===== src/rtl/bot_sysreg_capture.sv =====
// bot_sysreg_capture: snapshots the Rojobot system registers on each rising
// edge of upd_sysregs into a small show-ahead FIFO for the application CPU.
// Optional build macro BOTCAP_TIMESTAMP_EN adds a 16-bit cycle timestamp to
// every stored entry, presented on snap_tstamp.
module bot_sysreg_capture #(
    parameter int DEPTH = 4,
    parameter int AW    = 2
) (
    input  logic          clk,
    input  logic          reset,
    input  logic          upd_sysregs,
    input  logic [7:0]    LocX_in,
    input  logic [7:0]    LocY_in,
    input  logic [7:0]    Sensors_in,
    input  logic [7:0]    BotInfo_in,
    input  logic          rd_pop,
    input  logic          clr_ovf,
    output logic          snap_valid,
    output logic [7:0]    snap_LocX,
    output logic [7:0]    snap_LocY,
    output logic [7:0]    snap_Sensors,
    output logic [7:0]    snap_BotInfo,
    output logic          irq,
    output logic [AW:0]   fill_cnt,
    output logic [7:0]    ovf_cnt
`ifdef BOTCAP_TIMESTAMP_EN
    ,
    output logic [15:0]   snap_tstamp
`endif
);

    localparam logic [AW:0] FULL_CNT = (AW + 1)'(DEPTH);

    logic          upd_q;
    logic [AW-1:0] wr_ptr;
    logic [AW-1:0] rd_ptr;
    logic [AW:0]   fill_next;
    logic          push;
    logic          pop_ok;
    logic          full;
    logic          wr_en;
    logic          drop;
    logic [31:0]   mem [DEPTH];
    logic [31:0]   head;

    assign push   = upd_sysregs & ~upd_q;
    assign pop_ok = rd_pop & snap_valid;
    assign full   = (fill_cnt == FULL_CNT);
    // A pop in the same cycle frees the head slot, so a full FIFO still accepts.
    assign wr_en  = push & (~full | pop_ok);
    assign drop   = push & full & ~pop_ok;

    // Edge-detect register for the update flag.
    // NOTE: sequential state uses non-blocking (<=) so all flops update together.
    always_ff @(posedge clk or negedge reset) begin
        if (!reset) upd_q <= 1'b0;
        else        upd_q <= upd_sysregs;
    end

    // Next occupancy from the explicit push/pop pair.
    // NOTE: default assigned first so no path leaves fill_next unassigned (no latch).
    always_comb begin
        fill_next = fill_cnt;
        case ({wr_en, pop_ok})
            2'b10:   fill_next = fill_cnt + (AW + 1)'(1);
            2'b01:   fill_next = fill_cnt - (AW + 1)'(1);
            default: fill_next = fill_cnt;
        endcase
    end

    // Pointers, occupancy and the registered valid/interrupt flags.
    always_ff @(posedge clk or negedge reset) begin
        if (!reset) begin
            wr_ptr     <= '0;
            rd_ptr     <= '0;
            fill_cnt   <= '0;
            snap_valid <= 1'b0;
            irq        <= 1'b0;
        end else begin
            if (wr_en)  wr_ptr <= wr_ptr + AW'(1);
            if (pop_ok) rd_ptr <= rd_ptr + AW'(1);
            fill_cnt   <= fill_next;
            snap_valid <= (fill_next != '0);
            irq        <= (fill_next != '0);
        end
    end

    // Snapshot storage, packed {BotInfo, Sensors, LocY, LocX}.
    // NOTE: storage is not reset; empty entries are masked by snap_valid instead.
    always_ff @(posedge clk) begin
        if (wr_en) mem[wr_ptr] <= {BotInfo_in, Sensors_in, LocY_in, LocX_in};
    end

    // Saturating drop counter; a clear coinciding with a drop leaves one count.
    always_ff @(posedge clk or negedge reset) begin
        if (!reset)                      ovf_cnt <= 8'd0;
        else if (clr_ovf)                ovf_cnt <= drop ? 8'd1 : 8'd0;
        else if (drop && ovf_cnt != 8'hFF) ovf_cnt <= ovf_cnt + 8'd1;
    end

    // Show-ahead head outputs, forced to zero while empty.
    assign head         = snap_valid ? mem[rd_ptr] : 32'd0;
    assign snap_LocX    = head[7:0];
    assign snap_LocY    = head[15:8];
    assign snap_Sensors = head[23:16];
    assign snap_BotInfo = head[31:24];

`ifdef BOTCAP_TIMESTAMP_EN
    logic [15:0] tstamp;
    logic [15:0] ts_mem [DEPTH];

    // Free-running cycle counter, wraps naturally at 16 bits.
    always_ff @(posedge clk or negedge reset) begin
        if (!reset) tstamp <= 16'd0;
        else        tstamp <= tstamp + 16'd1;
    end

    // Timestamp stored alongside each accepted snapshot.
    always_ff @(posedge clk) begin
        if (wr_en) ts_mem[wr_ptr] <= tstamp;
    end

    assign snap_tstamp = snap_valid ? ts_mem[rd_ptr] : 16'd0;
`endif

endmodule


===== config.mk =====
export PLATFORM = sky130hd
export DESIGN_NAME = bot_sysreg_capture
export DESIGN_NICKNAME = d
export VERILOG_FILES = /design/src/rtl/bot_sysreg_capture.sv
export SDC_FILE = /design/constraint.sdc
export NUM_CORES = 1
export LEC_CHECK = 0
export CELL_PAD_IN_SITES_DETAIL_PLACEMENT = 0
export CELL_PAD_IN_SITES_GLOBAL_PLACEMENT = 2
export CORE_MARGIN = 2
export CORE_UTILIZATION = 35
export DETAILED_ROUTE_END_ITERATION = 8
export PLACE_DENSITY = 0.74
export SKIP_CTS_REPAIR_TIMING = 1
export SLEW_MARGIN = 10
export SYNTH_ARGS = -nofsm -noshare
export SYNTH_HDL_FRONTEND = slang
export SYNTH_SLANG_ARGS = --single-unit

===== constraint.sdc =====
create_clock -name clk -period 2.9 [get_ports clk]
set_clock_uncertainty 0.05 [all_clocks]
set_input_delay 0.29 -clock clk [delete_from_list [all_inputs] [get_ports clk]]
set_output_delay 0.29 -clock clk [all_outputs]
set_load 0.01 [all_outputs]

==> summary.md <==
| Metric | Value |
|---|---|
| Status | `finished clean` |
| Min Tclk post-route | `2.62 ns` |
| Filler cells | `about 1400` |
| DRC viols | `0` |
| DR iter-0 viols | `134` |
| Share of cells above drive strength 1 | `22.2%` |
| Hold Violations, Final | `0` |
| PD cells | `934 nW/um^2` |
| Cell Area, Synth | `5760 um^2` |
| Port buffer count | `81` |
| Layout Nets | `432` |
| Initial antenna violation count | `0` |
| Clock Sinks | `around 150` |
| Die W | `about 130 um` |
| Most used DFF post-synth | `edfxtp_1` |
| Dpl hpwl | `approximately 6400 um` |
| Placed cells | `585` |
| CP max FO | `19` |
| Via density | `4.81` |
| Yosys cell types | `38` |
| Die height | `approximately 130 um` |
| Number of global-route vias before repair | `3181` |
| Later-pin clock latency in the skew report | `between 0.4 and 0.5 ns` |
| Wire length per cell | `17.6 um` |
| Post-layout util | `47.0%` |
| Asr flop ratio synth | `11.7%` |
| Non-Filler Instances | `between 600 and 700` |
| GRT Total Usage | `13.4%` |
| Maxcap violations | `0` |
| CTS tree | `done` |
| Detailed Routing Iterations Pass 1 | `6` |
| # rows | `46` |
| Initial core utilization | `36.0%` |
| Fin. max-slew vios | `0` |
| RSZ-0062 raised after global routing | `no` |
| Peak supply drop | `537 uV` |
| Power Total | `7020 uW` |
| Rel. slew slack | `47.2%` |
| Core area | `16000 um^2` |
| Ys Warns | `0` |
| Largest net degree at the start of global routing | `35` |
| Gpl congestion | `0.757` |
| HP Class | `primary input to async pin` |
| Mapped Nets | `336` |
| Required @ worst endpoint | `2.56 ns` |
| ANT cells | `0` |
| Share of the synthesized area in the top cell type | `66.8%` |
| Clk slew on worst S/H paths | `0.06 ns` |
| Crit end category | `output pin` |
| Hold slack final | `around 0.28 ns` |
| Tightest Pin Transition | `0.790 ns` |
| Congestion Overflow GR | `0` |
| Via count | `roughly 3000` |
| Most common cell in the netlist | `edfxtp_1` |
| Syn-to-layout area delta | `30.6%` |
| CP arrival | `2.28 ns` |
| WS Path Type | `flop to output pin` |
| Leak | `0.00249 uW` |
| Post-route setup TNS | `0 ns` |
| Cells after synthesis | `292` |
| I/O pins | `a little over 80` |
| H-tree depth | `4` |
| Crit start category | `flop` |
| Final period util | `90.4%` |
| Yosys reg bits | `around 150` |
| Clk Tree Root Cell | `clkbuf_16` |
| Mean post-synth cell area | `19.7 um^2` |
| DRT antenna net count | `0` |
| Area of the die | `between 15000 and 20000 um^2` |
| Dominant cell type by area after synthesis | `edfxtp_1` |
| TritonCTS Buffers | `17` |
| Worst-case clock buffer depth | `2` |
| Global-route wire length before repair | `17400 um` |
| Final setup vio count | `0` |
| Synth top cells by count | `128 x edfxtp_1, 34 x and2_1, 32 x mux4_2` |
| Sequential share of the synthesized area | `74.2%` |
| Number of enable flip-flop cells after synthesis | `approximately 130` |
| Area contributors post-synth | `edfxtp_1 67%, mux4_2 13%, dfrtp_1 7.4%` |
| Max Clk Rate | `382 MHz` |
| Final wirelength | `10900 um` |
==> area by class of cell <==
type / instances / area (um^2) / area share (%)
inverter: 4 / 15.0 / 0.200
clock buffer: 21 / 470 / 6.26
timing repair buffer: 91 / 948 / 12.6
tap: 216 / 270 / 3.60
sequential: 145 / 4270 / 56.8
multi-input combinational: 129 / 1410 / 18.7
clock inverter: 11 / 131 / 1.75
==> kinds of logic (layout without fill, tap and decap cells) <==
logic type | count (synthesis) | after routing | share of synthesized area [%]
multiplexers | 34 | 34 | 12.9
buffers and inverters | 18 | 127 | 1.46
flip-flops | 145 | 145 | 74.2
XOR/XNOR | 6 | 6 | 0.913
AO/OA/AOI/OAI | 17 | 17 | 1.96
AND/OR/NAND/NOR | 65 | 65 | 6.93
adder cells (fa/ha/maj) | 7 | 7 | 1.65
==> path summary, 6_finish.rpt <==
path | startpoint | to | slack (ns) | cells after the start
max | rd_ptr[1] | snap_BotInfo[7] | 0.28 | 4
min | reset | fill_cnt[2] | 0.28 | 1
max reg2reg | fill_cnt[1] | irq | 0.56 | 7
min reg2reg | ovf_cnt[6] | ovf_cnt[6] | 0.52 | 2
max in group asynchronous | reset | rd_ptr[0] | 1.97 | 1
min in group clk | upd_sysregs | upd_q | 0.29 | 1
==> power by group <==
group | internal (uW) | leakage [uW] | switching, uW | total [uW]
Clock | 1340 | 0.000279 | 825 | 2170
Combinational | 1290 | 0.000834 | 886 | 2180
Sequential | 2530 | 0.00138 | 141 | 2680
Total | 5170 | 0.00249 | 1850 | 7020
==> placed cells by master, fill, tap and decap left out, types with 3 or more instances in the layout <==
cell / instances
a21oi_1: 7
and2_1: 30
and2_2: 7
buf_12: 5
buf_4: 5
clkbuf_16: 17
clkbuf_8: 3
clkdlybuf4s50_1: 81
clkinvlp_4: 5
dfrtp_1: 15
edfxtp_1: 128
ha_1: 6
inv_1: 4
mux4_2: 32
nand2_1: 4
nand3_1: 5
nor2_1: 3
o31ai_1: 4
or4_1: 4
xnor2_1: 4
==> flip-flops by register name, indices dropped and copies added (netlist names) <==
signal    count
fill_cnt      3
wr_ptr        2
upd_q         1
mem         128
rd_ptr        2
ovf_cnt       8
irq           1
==> worst max-delay path: stages (launching register included) <==
cell	delay [ns]
dfrtp_2	0.63
buf_12	0.23
mux4_2	0.29
and2_2	0.22
clkdlybuf4s50_1	0.48
==> per-stage QoR <==
stage | area (um^2) | worst slack [ns]
final | 7510 | 0.280
after global routing | 7510 | 0.165
after CTS | 7510 | 0.210
after detailed placement | 6910 | 0.112
after global placement | 6910 | 0.194
after floorplan | 5760 | 0.461
==> routing by layer <==
| layer | vias up | track usage [%] | wire, um |
|---|---|---|---|
| li1 | 1354 | - | - |
| met1 | 1511 | 16.8 | 4670 |
| met2 | 96 | 21.8 | 5450 |
| met3 | 7 | 4.77 | 680 |
| met4 | 0 | 4.66 | 64 |
| met5 | - | 0 | 0 |
No activity file was read; power rests on OpenSTA's default activity.
